### config.mk
export PLATFORM = sky130hd
export DESIGN_NAME = range_scan_ctrl
export DESIGN_NICKNAME = d
export VERILOG_FILES = /design/src/rtl/range_scan_ctrl.sv
export SDC_FILE = /design/constraint.sdc
export NUM_CORES = 1
export LEC_CHECK = 0
export BUFFER_PORTS_ARGS = -buffer_cell sky130_fd_sc_hd__buf_2
export CAP_MARGIN = 20
export CORE_UTILIZATION = 56
export DETAILED_ROUTE_END_ITERATION = 6
export PLACE_DENSITY = 0.92
export SETUP_SLACK_MARGIN = 0.05
export SYNTH_ARGS = -nofsm -noshare
export SYNTH_HDL_FRONTEND = slang
export SYNTH_SLANG_ARGS = --single-unit
### constraint.sdc
create_clock -name clk -period 2.02 [get_ports clk]
set_input_delay 0 -clock clk [delete_from_list [all_inputs] [get_ports clk]]
set_output_delay 0 -clock clk [all_outputs]
set_load 0.03 [all_outputs]
### src/rtl/range_scan_ctrl.sv
// Range-scan initiator: walks the local descriptor bank through an external combinational
// range evaluator and streams each matching cell out over a valid/ready port.
module range_scan_ctrl #(
  parameter int DATA_W  = 8,
  parameter int N_CELLS = 8,
  parameter int IDX_W   = 3
) (
  input  logic              clk,
  input  logic              rst_n,
  input  logic              cell_we,
  input  logic [IDX_W-1:0]  cell_addr,
  input  logic              cell_elt_def,
  input  logic              cell_is_meta,
  input  logic [DATA_W-1:0] cell_meta,
  input  logic              req_valid,
  output logic              req_ready,
  input  logic [DATA_W-1:0] req_handle,
  input  logic [DATA_W-1:0] req_low,
  input  logic [DATA_W-1:0] req_high,
  output logic [DATA_W-1:0] ev_handle,
  output logic [DATA_W-1:0] ev_low,
  output logic [DATA_W-1:0] ev_high,
  output logic              ev_elt_def,
  output logic              ev_is_meta,
  output logic [DATA_W-1:0] ev_meta,
  input  logic              ev_result_bool,
  input  logic [DATA_W-1:0] ev_result_value,
  output logic              out_valid,
  input  logic              out_ready,
  output logic [IDX_W-1:0]  out_index,
  output logic [DATA_W-1:0] out_value,
  output logic              busy,
  output logic              done,
  output logic [IDX_W:0]    match_count
);

  typedef enum logic [1:0] {IDLE, SCAN, EMIT, DONE} state_e;

  localparam logic [IDX_W-1:0] LAST_IDX = IDX_W'(N_CELLS - 1);

  state_e             state_q, state_d;
  logic [DATA_W-1:0]  handle_q, handle_d;
  logic [DATA_W-1:0]  low_q, low_d;
  logic [DATA_W-1:0]  high_q, high_d;
  logic [IDX_W-1:0]   idx_q, idx_d;
  logic [IDX_W:0]     cnt_q, cnt_d;
  logic [IDX_W-1:0]   outIndex_q, outIndex_d;
  logic [DATA_W-1:0]  outValue_q, outValue_d;
  logic [IDX_W:0]     matchCount_q, matchCount_d;

  logic               eltDef_q [N_CELLS];
  logic               isMeta_q [N_CELLS];
  logic [DATA_W-1:0]  meta_q   [N_CELLS];

  // Descriptor bank; only writable while no scan is in flight.
  always_ff @(posedge clk or negedge rst_n) begin
    if (!rst_n) begin
      for (int i = 0; i < N_CELLS; i++) begin
        eltDef_q[i] <= 1'b0;
        isMeta_q[i] <= 1'b0;
        meta_q[i]   <= '0;
      end
    end else if (cell_we && state_q == IDLE) begin
      eltDef_q[cell_addr] <= cell_elt_def;
      isMeta_q[cell_addr] <= cell_is_meta;
      meta_q[cell_addr]   <= cell_meta;
    end
  end

  always_ff @(posedge clk or negedge rst_n) begin
    if (!rst_n) begin
      state_q      <= IDLE;
      handle_q     <= '0;
      low_q        <= '0;
      high_q       <= '0;
      idx_q        <= '0;
      cnt_q        <= '0;
      outIndex_q   <= '0;
      outValue_q   <= '0;
      matchCount_q <= '0;
    end else begin
      state_q      <= state_d;
      handle_q     <= handle_d;
      low_q        <= low_d;
      high_q       <= high_d;
      idx_q        <= idx_d;
      cnt_q        <= cnt_d;
      outIndex_q   <= outIndex_d;
      outValue_q   <= outValue_d;
      matchCount_q <= matchCount_d;
    end
  end

  always_comb begin
    state_d      = state_q;
    handle_d     = handle_q;
    low_d        = low_q;
    high_d       = high_q;
    idx_d        = idx_q;
    cnt_d        = cnt_q;
    outIndex_d   = outIndex_q;
    outValue_d   = outValue_q;
    matchCount_d = matchCount_q;
    unique case (state_q)
      IDLE: begin
        if (req_valid) begin
          handle_d = req_handle;
          low_d    = req_low;
          high_d   = req_high;
          idx_d    = '0;
          cnt_d    = '0;
          state_d  = SCAN;
        end
      end
      SCAN: begin
        if (ev_result_bool) begin
          outIndex_d = idx_q;
          outValue_d = ev_result_value;
          cnt_d      = cnt_q + 1'b1;
          state_d    = EMIT;
        end else if (idx_q == LAST_IDX) begin
          state_d = DONE;
        end else begin
          idx_d = idx_q + 1'b1;
        end
      end
      EMIT: begin
        // The record is frozen here until downstream takes it.
        if (out_ready) begin
          if (idx_q == LAST_IDX) begin
            state_d = DONE;
          end else begin
            idx_d   = idx_q + 1'b1;
            state_d = SCAN;
          end
        end
      end
      DONE: begin
        matchCount_d = cnt_q;
        state_d      = IDLE;
      end
      default: state_d = IDLE;
    endcase
  end

  always_comb begin
    req_ready   = (state_q == IDLE) && rst_n;
    busy        = (state_q != IDLE);
    done        = (state_q == DONE);
    out_valid   = (state_q == EMIT);
    out_index   = outIndex_q;
    out_value   = outValue_q;
    match_count = matchCount_q;
    ev_handle   = handle_q;
    ev_low      = low_q;
    ev_high     = high_q;
    ev_elt_def  = eltDef_q[idx_q];
    ev_is_meta  = isMeta_q[idx_q];
    ev_meta     = meta_q[idx_q];
  end

endmodule

# Word level (Yosys, flattened, before mapping)

Cells that the tools add are included.

Memories: 0
Memory bits (read-only): 0
Bits in writable memories: 0
Flip-flop bits (word level): 128
Input bits: 51
Bits in latches: 0
Output and inout port bits: 53

Reductions and logical operators: 12
Muxes and demuxes: 30
Bitwise gates (word level): 2
Equal/unequal tests: 9
$mul: 0
Magnitude comparators: 3
Div/mod/pow operators: 0
$add $sub $neg: 2
Shift operators: 0

Operators with widths:

| cell                                                        | count |
|---|---|
| bitwise mux 64 bit                                          | 1 |
| binary-select mux 8 bit (select 3 bit)                      | 1 |
| demux 8 bit (select 3 bit)                                  | 1 |
| two-way mux 8 bit                                           | 3 |
| bitwise mux 8 bit                                           | 2 |
| two-way mux 3 bit                                           | 4 |
| two-way mux 2 bit                                           | 5 |
| case mux 3 bit (3 select lines)                             | 1 |
| >= comparator 4 bit (second input constant)                 | 2 |
| two-way mux 4 bit                                           | 2 |
| NOT 3 -> 4 bit                                              | 2 |
| case mux 2 bit (4 select lines)                             | 1 |
| case mux 4 bit (2 select lines)                             | 1 |
| binary-select mux 1 bit (select 3 bit)                      | 2 |
| != test 2 bit (second input constant)                       | 3 |
| AND reduction 3 bit                                         | 2 |
| two-way mux 1 bit                                           | 5 |
| adder 4 x 1 -> 4 bit (second input constant)                | 1 |
| equality test 2 bit (second input constant)                 | 2 |
| less-than comparator 4 x 1 -> 1 bit (second input constant) | 1 |
| AND reduction 2 bit                                         | 2 |
| AND reduction 4 bit                                         | 1 |
| nonzero test 2 bit                                          | 2 |
| adder 3 x 1 -> 3 bit (second input constant)                | 1 |
| other kinds (8)                                             | 10 |

# Logic depth before layout (Yosys ltp)

Depth in word-level cells: 6
Gate-level depth with buffers: 8

# Worst setup path after synthesis

Ideal clock, no wire load.

Kind: register -> register
From: register state_q[0]
To: register idx_q[0]
Slack: 242 ps
Clock period less this slack: 1778 ps
Cell stages (with the launch flop): 7
Library setup time: 128 ps
Arrival: 1650 ps
Required time: 1892 ps
Buffers on the path: 0
Cell sequence: dfrtp_1 inv_1 ha_1 inv_1 o21a_1 nand3_1 mux2_1

Longest elaborated chain between the ends: 3
Elaborated cells between the ends (all ways): 9
Classes of those cells: eq/ne (5); mux (1); reduce/logical (3)

RTL lines:

| element                                                                              | line | text |
|---|---|---|
| start, declared                                                                      | 41   | `state_e state_q, state_d;` |
| start signal, assigned                                                               | 82   | `state_q <= state_d;` |
| equality test 2 bit *                                                                | n/a  |  |
| net out_valid                                                                        | 28   | `output logic out_valid,` |
| != test 2 x 1 -> 1 bit (no source line) / nonzero test 3 bit (equally long branches) | n/a  |  |
| AND reduction 4 bit (no source line)                                                 | n/a  |  |
| end signal, assigned                                                                 | 86   | `idx_q <= idx_d;` |
| end, declared                                                                        | 45   | `logic [IDX_W-1:0] idx_q, idx_d;` |

Mark *: on every way through the listed nets, which the timed path passes. The rest lies on a longest branch.
A chain may end at the register's enable or synchronous reset.

# Final worst setup path

From: register idx_q[0]
To: output ev_meta[2]

Longest elaborated chain between the ends: 4

RTL lines:

| element                                              | line | text |
|---|---|---|
| NOT 3 -> 4 bit (implied by the code)                 | 159  | `ev_meta = meta_q[idx_q];` |
| binary-select mux 8 bit (select 3 bit)               | 159  |  |
| two-way mux 8 bit (implied by the code) (2 in a row) | 159  |  |
| end, declared                                        | 25   | `output logic [DATA_W-1:0] ev_meta,` |

Every way passes these cells. The select of a mux whose other input is x is not followed.

==> results summary <==
The flow ran to the end, but the final reports show violations. The checks that failed: negative setup slack. Entering global routing, the biggest net connects 75 pins. The sum of routed wire length over all layers is 15,500 um. The TritonCTS buffer count came out at 17. The final number of max-transition violations is 0. The worst-case clock skew is 0.00947 ns.

The initial antenna violation count is 0. Leaving out fill and tap cells, the most frequent cell in the layout is sky130_fd_sc_hd__dfrtp_1. For this run, the share of the core covered by cells in the final layout is 78.6%. The endpoint of the lowest-slack register-to-register path is meta_q[44]$_DFFE_PN0P_.

The diode insertion count for antenna repair came out at 0. For this block, the initial DRC count from the detailed router was 276. The number of endpoints failing setup at the final stage came out at 4. The floorplan die height came out at 103 um. Pin placement for this block handled 104 I/O pins.

The first-pass GRT wire length came out at 23,700 um. The timing-limited maximum frequency is 0.485 GHz. The cell count of the worst reg-to-reg path came out at 6. The cell count after placement came out at 622.

STA classifies the critical path endpoint as a primary output. The residual overflow from global routing came out at 0. The number of iterations in the first detailed-routing pass is 6. The floorplan step set the die width to 103 um. The number of placement rows came out at 36. The power per standard cell area came out at 1770 nW/um^2. Sequential cells were found to cover 56.5% of the synthesized design area. The post-synth net total is 443. The worst supply voltage drop on vdd is 1040 uV. Data arrives at the worst endpoint at 2.06 ns.

The ratio of routed vias to standard cells came out at 5.78. The worst-case register-to-register setup slack is 0.14 ns. TritonCTS built the clock tree.

The biggest fanout along the worst timing path came out at 6. The library cells used most frequently in the layout, excluding fill and tap cells, are sky130_fd_sc_hd__dfrtp_1 (127), sky130_fd_sc_hd__mux2_2 (117), sky130_fd_sc_hd__buf_2 (92). The average cell area after synthesis is 14.8 um^2. The detailed-route wire length per cell came out at 21.9 um. The number of standard cells after synthesis came out at 384. The startpoint identified for the worst register-to-register timing path is state_q[1]$_DFFE_PN0P_.

The max-cap violation count is 0. The number of nets in the layout is 620. The worst hold path belongs to the class in2async. The minimum clock period came out at 2.06 ns. The post-route antenna net violation count came out at 0. The final critical-path share of the clock period came out at 102%. The setup path with the least slack is of type reg2out. The final critical-path setup slack is -0.0439 ns.

In this run the standard cell core region covers 9770 um^2. The count of final hold-check violations came out at 0. STA classifies the critical path startpoint as a flop.

The number of warnings printed during yosys synthesis came out at 0. The clock-pin slew of the registers on the worst-case setup and hold paths came out at 0.06 ns. The number of port buffers came out at 103. The endpoint required time on the critical path came out at 2.02 ns. The final instance count without filler cells came out at 706.

The number of DRC violations after detailed routing is 0. The count of H-tree levels built during CTS is 4. The worst relative slew slack is 62.4%. The final weighted congestion of routability-driven global placement is 0.736.

The overall power consumption is 0.0136 W. The analysis attributes to cell leakage a power of 3.59 nW. For this configuration, the core starts out at a cell density of 58.0%.

The cell sitting at the root of the clock tree is a sky130_fd_sc_hd__clkbuf_8. The clock tree buffer depth is 2. The clock net in this run drives a total of 128 sinks. The die covers 10,500 um^2. The global routing usage summed across all routing layers came out at 31.6%.

Clock latency on the worst-skew pair, taken at its later pin, is 0.53 ns. In this run the cell area of the synthesized design comes to 5670 um^2. The unique cell type count in the Yosys netlist came out at 34.

The layout cell share with drive strength beyond 1 came out at 55.7%. Setup repair after global routing could not meet its margin everywhere. The measured slew at the worst slew-check pin is 0.563 ns. The via count of the first global-routing pass was 4,467. The layout overhead on the synthesized area came out at 35.4%. The number of storage elements in the synthesis netlist is 128. The layout has 498 filler cells. The placed wire-length estimate after detailed placement came out at 7970 um.

The routed layout has 4,083 vias.
critical path, stage by stage (launching register included):
cell and delay [ns]:
sky130_fd_sc_hd__dfrtp_2 0.50, sky130_fd_sc_hd__buf_12 0.18, sky130_fd_sc_hd__mux4_2 0.51, sky130_fd_sc_hd__nand2_1 0.11, sky130_fd_sc_hd__nand2_2 0.10, sky130_fd_sc_hd__buf_6 0.14
per-stage QoR:
stage               setup WS (ns)  hold WS, ns  instance area, um^2  setup TNS (ns)
floorplan                   0.242       -0.296                 5670               0
global placement            0.154      -0.0965                 6440               0
detailed placement         0.0858      -0.0877                 6440               0
CTS                       -0.0393       0.0911                 7640          -0.115
global route               -0.127        0.108                 7680          -0.801
finish                    -0.0439       0.0818                 7680         -0.0933
state kept, by name, indices dropped and copies added (netlist names):
signal and count:
ev_handle 8, ev_high 8, out_value 8, match_count 4
eltDef_q 8, idx_q 3, state_q 2, isMeta_q 8
cnt_q 4, meta_q 64, out_index 3, ev_low 8
synth_stat cells:
library cell               instances  share of area (%)
sky130_fd_sc_hd__dfrtp_1         128                 56
sky130_fd_sc_hd__mux2_2          117                 23
sky130_fd_sc_hd__nand2_1          39                2.6
sky130_fd_sc_hd__mux4_2           20                7.9
sky130_fd_sc_hd__ha_1              8                1.8
sky130_fd_sc_hd__inv_1             8               0.53
sky130_fd_sc_hd__o21ai_0           8               0.71
sky130_fd_sc_hd__buf_2             6               0.53
sky130_fd_sc_hd__nand3_1           6               0.53
sky130_fd_sc_hd__nor2_2            6               0.66
sky130_fd_sc_hd__clkbuf_1          5               0.33
sky130_fd_sc_hd__nand2b_1          4               0.44
sky130_fd_sc_hd__a22o_1            3               0.46
sky130_fd_sc_hd__buf_4             2               0.26
sky130_fd_sc_hd__buf_6             2               0.40
sky130_fd_sc_hd__mux2i_1           2               0.35
sky130_fd_sc_hd__nor2_1            2               0.13
sky130_fd_sc_hd__or3_1             2               0.22
sky130_fd_sc_hd__a21oi_1           1              0.088
sky130_fd_sc_hd__a31oi_1           1               0.11
sky130_fd_sc_hd__and2_1            1               0.11
sky130_fd_sc_hd__and4_1            1               0.15
sky130_fd_sc_hd__buf_1             1              0.066
sky130_fd_sc_hd__mux2_1            1               0.20
sky130_fd_sc_hd__nand3_4           1               0.31
sky130_fd_sc_hd__nand3b_1          1               0.13
sky130_fd_sc_hd__nand3b_4          1               0.35
sky130_fd_sc_hd__nand4_1           1               0.11
sky130_fd_sc_hd__nor2b_1           1               0.11
sky130_fd_sc_hd__nor3_1            1              0.088
sky130_fd_sc_hd__o211ai_1          1               0.13
sky130_fd_sc_hd__o21a_1            1               0.13
sky130_fd_sc_hd__o221a_2           1               0.20
sky130_fd_sc_hd__o22a_1            1               0.15
worst max-delay path by stage:
stage | startpoint | slack [ns] | cells past startpoint | end
after floorplan | state_q[0]$_DFFE_PN0P_ | 0.24 | 6 | idx_q[0]$_DFFE_PN0P_
after global placement | state_q[1]$_DFFE_PN0P_ | 0.15 | 6 | meta_q[45]$_DFFE_PN0P_
after detailed placement | state_q[1]$_DFFE_PN0P_ | 0.09 | 6 | meta_q[59]$_DFFE_PN0P_
after CTS | idx_q[0]$_DFFE_PN0P_ | -0.04 | 6 | ev_is_meta
after global routing | idx_q[0]$_DFFE_PN0P_ | -0.13 | 5 | ev_meta[2]
final | idx_q[0]$_DFFE_PN0P_ | -0.04 | 5 | ev_meta[2]
layout make-up:
class | count | area [um^2] | share of cell area, %
sequential | 128 | 3200 | 41.7
timing repair buffer | 174 | 1310 | 17.1
multi-input combinational | 232 | 2390 | 31.1
tap | 133 | 166 | 2.17
clock inverter | 10 | 110 | 1.43
clock buffer | 21 | 469 | 6.11
inverter | 8 | 30.0 | 0.391
logic make-up (layout without fill, tap and decap cells):
kind of cell / Yosys count / after routing / synth area share (%)
and+or+nand+nor: 67 / 67 / 5.93
adders and majority gates: 8 / 8 / 1.76
muxes: 140 / 140 / 31.7
AOI/OAI and AO/OA: 17 / 17 / 1.99
DFF: 128 / 128 / 56.5
buffers and inverters: 24 / 213 / 2.12
routing by layer:
layer / global-route usage (%) / vias up / share of wire (%)
li1: - / 1744 / -
met1: 38.2 / 2084 / 38
met2: 52.7 / 208 / 52
met3: 8.14 / 47 / 6.8
met4: 16.0 / 0 / 3.1
met5: 0 / - / 0
what timing repair did:
action,4_1_cts,5_1_grt
endpoints found under the setup margin,14,32
setup buffers,3,1
hold endpoints to repair,246,0
gates cloned,2,1
hold buffers,47,0
gates resized for setup,22,19
pin swaps,4,10
where the power goes:
part           switching, W  internal (W)  leakage, nW
logic               0.00314       0.00284         1.71
registers          0.000784       0.00382         1.59
clock network       0.00115       0.00187        0.278
total               0.00507       0.00853         3.59
(Power assumes the default switching activity.)
